**src/rtl/sw_debounce.sv**
```systemverilog
// sw_debounce: per-bit switch debouncer with 2-flop input sync, reset synchronizer,
// and registered rise/fall/any-change pulses.
module sw_debounce #(
   parameter int DEBOUNCE_CYCLES = 500000,
   parameter int CNT_WIDTH       = 19,
   parameter int N_SW            = 4
) (
   input  logic            clk_clk,
   input  logic            reset_reset_n,
   input  logic [N_SW-1:0] sw_raw,
   output logic [N_SW-1:0] sw_stable,
   output logic [N_SW-1:0] sw_rise,
   output logic [N_SW-1:0] sw_fall,
   output logic            sw_any_change
);
   localparam logic [CNT_WIDTH-1:0] LAST = CNT_WIDTH'(DEBOUNCE_CYCLES - 1);

   typedef enum logic {STABLE, COUNTING} state_t;

   if (DEBOUNCE_CYCLES < 2 || 64'(DEBOUNCE_CYCLES) > (64'(1) << CNT_WIDTH)) begin : g_bad_params
      $error("sw_debounce: DEBOUNCE_CYCLES must lie in [2, 2**CNT_WIDTH]");
   end

   logic [1:0]      r_rst_sync;
   logic            w_rst_n;
   logic [N_SW-1:0] r_sync1;
   logic [N_SW-1:0] r_sync2;
   logic [N_SW-1:0] r_stable;
   logic [N_SW-1:0] r_rise;
   logic [N_SW-1:0] r_fall;
   logic            r_any;
   logic [N_SW-1:0] w_accept;

   always_ff @(posedge clk_clk or negedge reset_reset_n) begin
      if (!reset_reset_n) r_rst_sync <= '0;
      else                r_rst_sync <= {r_rst_sync[0], 1'b1};
   end

   assign w_rst_n = r_rst_sync[1];

   // Input synchronizers run off the raw reset so they start sampling while the
   // reset synchronizer is still releasing; this keeps power-up latency equal to
   // the normal step latency.
   always_ff @(posedge clk_clk or negedge reset_reset_n) begin
      if (!reset_reset_n) begin
         r_sync1 <= '0;
         r_sync2 <= '0;
      end else begin
         r_sync1 <= sw_raw;
         r_sync2 <= r_sync1;
      end
   end

   for (genvar g = 0; g < N_SW; g++) begin : g_bit
      state_t               r_state;
      state_t               w_state_nxt;
      logic [CNT_WIDTH-1:0] r_cnt;
      logic [CNT_WIDTH-1:0] w_cnt_nxt;
      logic                 w_differ;
      logic                 w_done;

      assign w_differ = r_sync2[g] ^ r_stable[g];

      always_ff @(posedge clk_clk or negedge w_rst_n) begin
         if (!w_rst_n) begin
            r_state <= STABLE;
            r_cnt   <= '0;
         end else begin
            r_state <= w_state_nxt;
            r_cnt   <= w_cnt_nxt;
         end
      end

      always_comb begin
         w_state_nxt = (w_differ && !w_done) ? COUNTING : STABLE;
      end

      always_comb begin
         w_done    = (r_state == COUNTING) && w_differ && (r_cnt == LAST);
         w_cnt_nxt = (w_differ && !w_done) ? r_cnt + CNT_WIDTH'(1) : '0;
      end

      assign w_accept[g] = w_done;
   end

   always_ff @(posedge clk_clk or negedge w_rst_n) begin
      if (!w_rst_n) begin
         r_stable <= '0;
         r_rise   <= '0;
         r_fall   <= '0;
         r_any    <= 1'b0;
      end else begin
         r_stable <= r_stable ^ w_accept;
         r_rise   <= w_accept & ~r_stable;
         r_fall   <= w_accept & r_stable;
         r_any    <= |w_accept;
      end
   end

   assign sw_stable     = r_stable;
   assign sw_rise       = r_rise;
   assign sw_fall       = r_fall;
   assign sw_any_change = r_any;
endmodule

```
**config.mk**
```make
export PLATFORM = sky130hd
export DESIGN_NAME = sw_debounce
export DESIGN_NICKNAME = d
export VERILOG_FILES = /design/src/rtl/sw_debounce.sv
export SDC_FILE = /design/constraint.sdc
export NUM_CORES = 1
export LEC_CHECK = 0
export BUFFER_PORTS_ARGS = -buffer_cell sky130_fd_sc_hd__buf_2
export CAP_MARGIN = 20
export CORE_MARGIN = 1
export CORE_UTILIZATION = 30
export CTS_BUF_LIST = sky130_fd_sc_hd__clkbuf_8 sky130_fd_sc_hd__clkbuf_16
export CTS_CLUSTER_DIAMETER = 150
export DETAILED_ROUTE_END_ITERATION = 16
export PLACE_DENSITY = 0.52
export SLEW_MARGIN = 20
export SYNTH_ARGS = -nofsm -noshare
export SYNTH_HDL_FRONTEND = slang
export SYNTH_SLANG_ARGS = --single-unit
```
**constraint.sdc**
```tcl
create_clock -name clk_clk -period 2.8 [get_ports clk_clk]
set_clock_uncertainty 0.15 [all_clocks]
set_input_delay 0.7 -clock clk_clk [delete_from_list [all_inputs] [get_ports clk_clk]]
set_output_delay 0.7 -clock clk_clk [all_outputs]
set_load 0.02 [all_outputs]
```
# Word level (Yosys, flattened, before mapping)
# Cells that the tools add are included.
[word_totals] latch_bits=0 romBits=0 word_cells=56 n_memories=0 in_bits=6 regBits=103 output_inout_bits=13 ram_bits=0
[op_classes] n_shift=0 n_eq_ne=4 bitwise_logic=8 n_mux=8 reduce_logical=17 n_lt_le_gt_ge=0 div=0 add_sub_neg=4 n_mul=0
[op_table] operator="$add 19x1->19 const B" n=4
[op_table] operator="$eq 19x19->1 const B" n=4
[op_table] operator="$mux 19" n=4
[op_table] operator="$logic_and 1x1->1" n=12
[op_table] operator="$and 4x4->4" n=2
[op_table] operator="$logic_not 1->1" n=4
[op_table] operator="$mux 1" n=4
[op_table] operator="$not 4->4" n=1
[op_table] operator="$reduce_or 4->1" n=1
[op_table] operator="$xor 1x1->1" n=4
[op_table] operator="$xor 4x4->4" n=1

# Logic depth before layout (Yosys ltp)
[logic_depth] ltp_word=6 ltp_mapped=7 ltp_nobuf=6

# Worst setup path after synthesis
# No wires, ideal clock.
[synth_path] path_type="flip-flop to flip-flop" from="register g_bit[3].r_cnt[6]" to="register r_stable[3], in the netlist sw_stable[3]" arrival_time_ns=2.175 setup_ns=0.063 setup_slack_ns=0.412 path_stages_with_launch=6 path_buffers=0 period_less_slack_ns=2.388 required_time_ns=2.587 path_cell_list="dfrtp_1 > or4b_1 > or4_4 > nor4_1 > ha_1 > inv_1"
[synth_via] elab_chain_cells=3
[synth_lines] item="start: declaration" line_no="57" source="logic [CNT_WIDTH-1:0] r_cnt;"
[synth_lines] item="start signal: assignment" line_no="70" source="r_cnt <= w_cnt_nxt;"
[synth_lines] item="$eq 19x19->1" line_no="79" source="w_done = (r_state == COUNTING) && w_differ && (r_cnt == LAST);"
[synth_lines] item="$logic_and 1x1->1" line_no="79"
[synth_lines] item="$xor 4x4->4" line_no="93" source="r_stable <= r_stable ^ w_accept;"
[synth_lines] item="end signal: assignment" line_no="93"
[synth_lines] item="end: declaration" line_no="28" source="logic [N_SW-1:0] r_stable;"
# No other way between the ends.

# Worst setup path in the final report
# Same ends and word-level chain as after synthesis.

==> key figures <==
Route
  – DRC Markers: 0
  – Initial detailed-routing violation count: around 250
  – Wire length reported by the detailed router: roughly 8600 um
  – Vias post-DR: ~3200
  – Remaining antenna violation count after routing: 0
  – Drt pass-1 iters: 4
  – Avg Vias per Cell: roughly 4.8
  – Drt wl/cell: 12.8 um

Power and ir drop
  – Share of power burned in registers: a little over half
  – Switching part of the total power: about 21%
  – Leakage: around 2.2 nW
  – Part of the total power dissipated in combinational logic: about 2.7%
  – Internal Dissipation: 0.00224 W
  – Pwr/cell area: approximately 540 nW/um2
  – Clock network fraction of total power: ~43%
  – Post-layout total power: 0.00286 W
  – Maximum vdd drop: 0.301 mV
  – Switching component of the power: between 0.0006 and 0.0007 W

Placed design
  – Cell Count Post-Placement: 654
  – Port Buf Inserts: 18
  – Global placer's final weighted congestion: approximately 0.75
  – Half-perimeter wire length after detailed placement: between 5000 and 6000 um

Clocking
  – Maximum root-to-sink buffer count: 2
  – Number of buffers inserted for hold repair after clock tree synthesis: 0
  – Clk_lat worst skew: ~350 ps
  – Post-CTS sizing: 0
  – TritonCTS clock tree: built
  – TritonCTS Buffers: 9
  – Clock-pin slew of the registers on the worst-case setup and hold paths: around 70 ps
  – Clock Tree Root: sky130_fd_sc_hd__clkbuf_16
  – Total clock sinks: ~100
  – Number of levels in the clock H-tree: 3
  – Post-CTS setup buffers: 0

Floorplan
  – Die Span X: 127 um
  – Area of the core region: 15200 um2
  – Die H: around 130 um
  – Top Ports: 19
  – Die area: 16100 um2
  – Row cnt: 45
  – Initial cell density of the core: roughly 30%

Critical path
  – Buf/Inv on CP: 1
  – Cell-by-cell trace of the critical path: or4b_1 -> or4_4 -> nor4_1 -> ha_1 -> inv_1
  – Critical path data arrival time: 2660 ps
  – Worst setup startpoint: g_bit[3].r_cnt[6]
  – Crit. path cell count: 5
  – Capturing point of the worst reg2reg path: sw_stable[3]
  – Crit Reg-Reg Startpoint: g_bit[3].r_cnt[6]
  – Dominant delay contributor by cell family on the critical path: simple AND/OR/NAND/NOR gates
  – Register-to-Register Path Depth: 5
  – Highest-delay cell along the critical path: sky130_fd_sc_hd__or4_4
  – Setup slack of the most critical reg-to-reg path: about 280 ps
  – Kind of start point of the critical path: flip-flop
  – Setup crit end: sw_stable[3]
  – CP Max Fanout: 4
  – Crit path kind: reg -> reg
  – Required time at the worst-slack endpoint: approximately 2900 ps
  – Kind of end point of the critical path: flip-flop
  – Maximum single-stage delay on the critical path: between 500 and 600 ps

Synthesis
  – Ys async rst share: between 90% and 100%
  – Number of flops mapped to enable cells by yosys: 0
  – Sequential area share after synthesis: between 50% and 60%
  – Syn_area_per_cell: between 10 and 15 um2
  – Synthesized instance count: roughly 450
  – Most common flop cell mapped by yosys: sky130_fd_sc_hd__dfrtp_1
  – Number of distinct library cells after synthesis: 37
  – Cell Area, Synth: around 4700 um2
  – Synth Net Count: between 400 and 500
  – Synthesis Warnings: 0
  – Register bit total from synthesis: 103

Final layout
  – Non-filler cells, final: 670
  – Antenna cells: 0
  – Most frequent cells in the layout: sky130_fd_sc_hd__dfrtp_1, sky130_fd_sc_hd__nor2_1, sky130_fd_sc_hd__xnor2_1
  – Area growth from synthesis to layout: 13.9%
  – Most common cell after layout, fill and taps aside: sky130_fd_sc_hd__dfrtp_1
  – Net total in the final layout: ~500
  – Share of final-layout standard cells stronger than drive strength 1: about a tenth
  – Number of inserted filler cells in the final layout: around 1500

Timing
  – Share of the clock period used by the worst path: 90.0%
  – Fmax: 397 MHz
  – Clock period minus final worst setup slack: 2520 ps
  – Hold violation count in the final report: 0
  – RSZ-0062 raised after global routing: false
  – Slew of the pin with the lowest slew margin: 615 ps
  – Tightest slew margin relative to the limit: roughly three fifths
  – Accumulated negative setup slack: 0 ps
  – Total count of max-transition violations in the final report: 0
  – Number of failing setup endpoints in the final timing report: 0

Global route
  – Vias in the first global route: ~3100
  – Total global routing overflow: 0
  – Total routing resource utilization after global routing: a little under an eighth
  – Number of antenna violations at the first check in global routing: 0
  – Largest net degree at the start of global routing: between 50 and 60
  – Wire length of the first global-routing pass: between 15000 and 20000 um

Status
  – Run status: complete, no violations

Flow run
  – Max-capacitance violation count: 0

Hold path
  – Worst min-delay path category: in -> async
## power groups by stage
stage / sequential, W / clock [W] / combinational (W)
final: 0.00154 / 0.00124 / 0.0000779
after global routing: 0.00155 / 0.00136 / 0.0000925
after CTS: 0.00154 / 0.00128 / 0.0000821
after detailed placement: 0.00157 / 0 / 0.0000817
after global placement: 0.00157 / 0 / 0.0000785
after floorplan: 0.00157 / 0 / 0.0000448
## metal layers
metal | vias up | part of all wire [%] | GRT usage [%]
met5 | - | 0 | 0
met4 | 0 | 1.8 | 5.04
met3 | 10 | 2.7 | 2.78
met2 | 32 | 44 | 18.3
met1 | 1561 | 52 | 16.0
li1 | 1587 | - | -
## metrics by stage
step                      area, um2  hold slack [ps]  util [%]  setup slack (ps)
final                          5320             58.2      35.0               279
after global routing           5320             57.6      35.0               141
after CTS                      5320             52.9      35.0               249
after detailed placement       5020              186      33.0               270
after global placement         5020              182      33.0               291
after floorplan                4670              181         -               412
## registers in the layout, indices dropped and copies added, names as in the netlist
register	count
g_bit.r_state	4
r_rst_sync	2
g_bit.r_cnt	76
sw_any_change	1
r_sync2	4
r_sync1	4
sw_stable	4
sw_rise	4
sw_fall	4
## area by class of cell
cell class,count,area [um2],share of cell area [%]
clock inverter,6,52.6,0.989
timing repair buffer,25,155,2.92
clock buffer,10,239,4.50
sequential,103,2580,48.6
tap,188,235,4.43
multi-input combinational,308,1940,36.5
inverter,30,113,2.12
## cell usage after synthesis, types with 2 or more instances
| cell type | number | area share, % |
|---|---|---|
| sky130_fd_sc_hd__a21oi_1 | 11 | 1.2 |
| sky130_fd_sc_hd__and3_1 | 3 | 0.40 |
| sky130_fd_sc_hd__and4_1 | 4 | 0.75 |
| sky130_fd_sc_hd__clkbuf_1 | 3 | 0.24 |
| sky130_fd_sc_hd__dfrtp_1 | 103 | 55 |
| sky130_fd_sc_hd__ha_1 | 12 | 3.2 |
| sky130_fd_sc_hd__inv_1 | 30 | 2.4 |
| sky130_fd_sc_hd__nand2_1 | 18 | 1.4 |
| sky130_fd_sc_hd__nand2b_1 | 2 | 0.27 |
| sky130_fd_sc_hd__nand3_1 | 21 | 2.3 |
| sky130_fd_sc_hd__nand4_1 | 19 | 2.5 |
| sky130_fd_sc_hd__nand4b_1 | 6 | 1.1 |
| sky130_fd_sc_hd__nor2_1 | 75 | 6.0 |
| sky130_fd_sc_hd__nor3_1 | 18 | 1.9 |
| sky130_fd_sc_hd__nor4_1 | 15 | 2.0 |
| sky130_fd_sc_hd__nor4b_1 | 3 | 0.56 |
| sky130_fd_sc_hd__o21ai_0 | 9 | 0.97 |
| sky130_fd_sc_hd__or3_1 | 8 | 1.1 |
| sky130_fd_sc_hd__or4_1 | 8 | 1.3 |
| sky130_fd_sc_hd__or4b_1 | 3 | 0.64 |
| sky130_fd_sc_hd__xnor2_1 | 46 | 8.6 |
| sky130_fd_sc_hd__xor2_1 | 15 | 2.8 |
## worst reg2reg max path: stages, from the launching register on
cell	delay, ps
sky130_fd_sc_hd__dfrtp_1	410
sky130_fd_sc_hd__or4b_1	520
sky130_fd_sc_hd__or4_4	550
sky130_fd_sc_hd__nor4_1	470
sky130_fd_sc_hd__ha_1	320
sky130_fd_sc_hd__inv_1	50
## worst min path at each step
| stage | start | endpoint | slack, ps | depth (start not counted) |
|---|---|---|---|---|
| finish | reset_reset_n | r_rst_sync[1] | 60 | 1 |
| global route | reset_reset_n | r_rst_sync[1] | 60 | 1 |
| CTS | reset_reset_n | r_rst_sync[1] | 50 | 1 |
| detailed placement | r_rst_sync[0] | r_rst_sync[1] | 190 | 0 |
| global placement | r_sync1[3] | r_sync2[3] | 180 | 0 |
| floorplan | r_rst_sync[0] | r_rst_sync[1] | 180 | 0 |
## cell families after synthesis
logic type      synth area share (%)
simple gates                    23.5
flops                           55.3
fa+ha+maj                       3.22
xor+xnor                        11.5
compound gates                  3.35
buf+inv                         3.17
other cells                   0.0804
No activity file was read; power rests on OpenSTA's default activity.
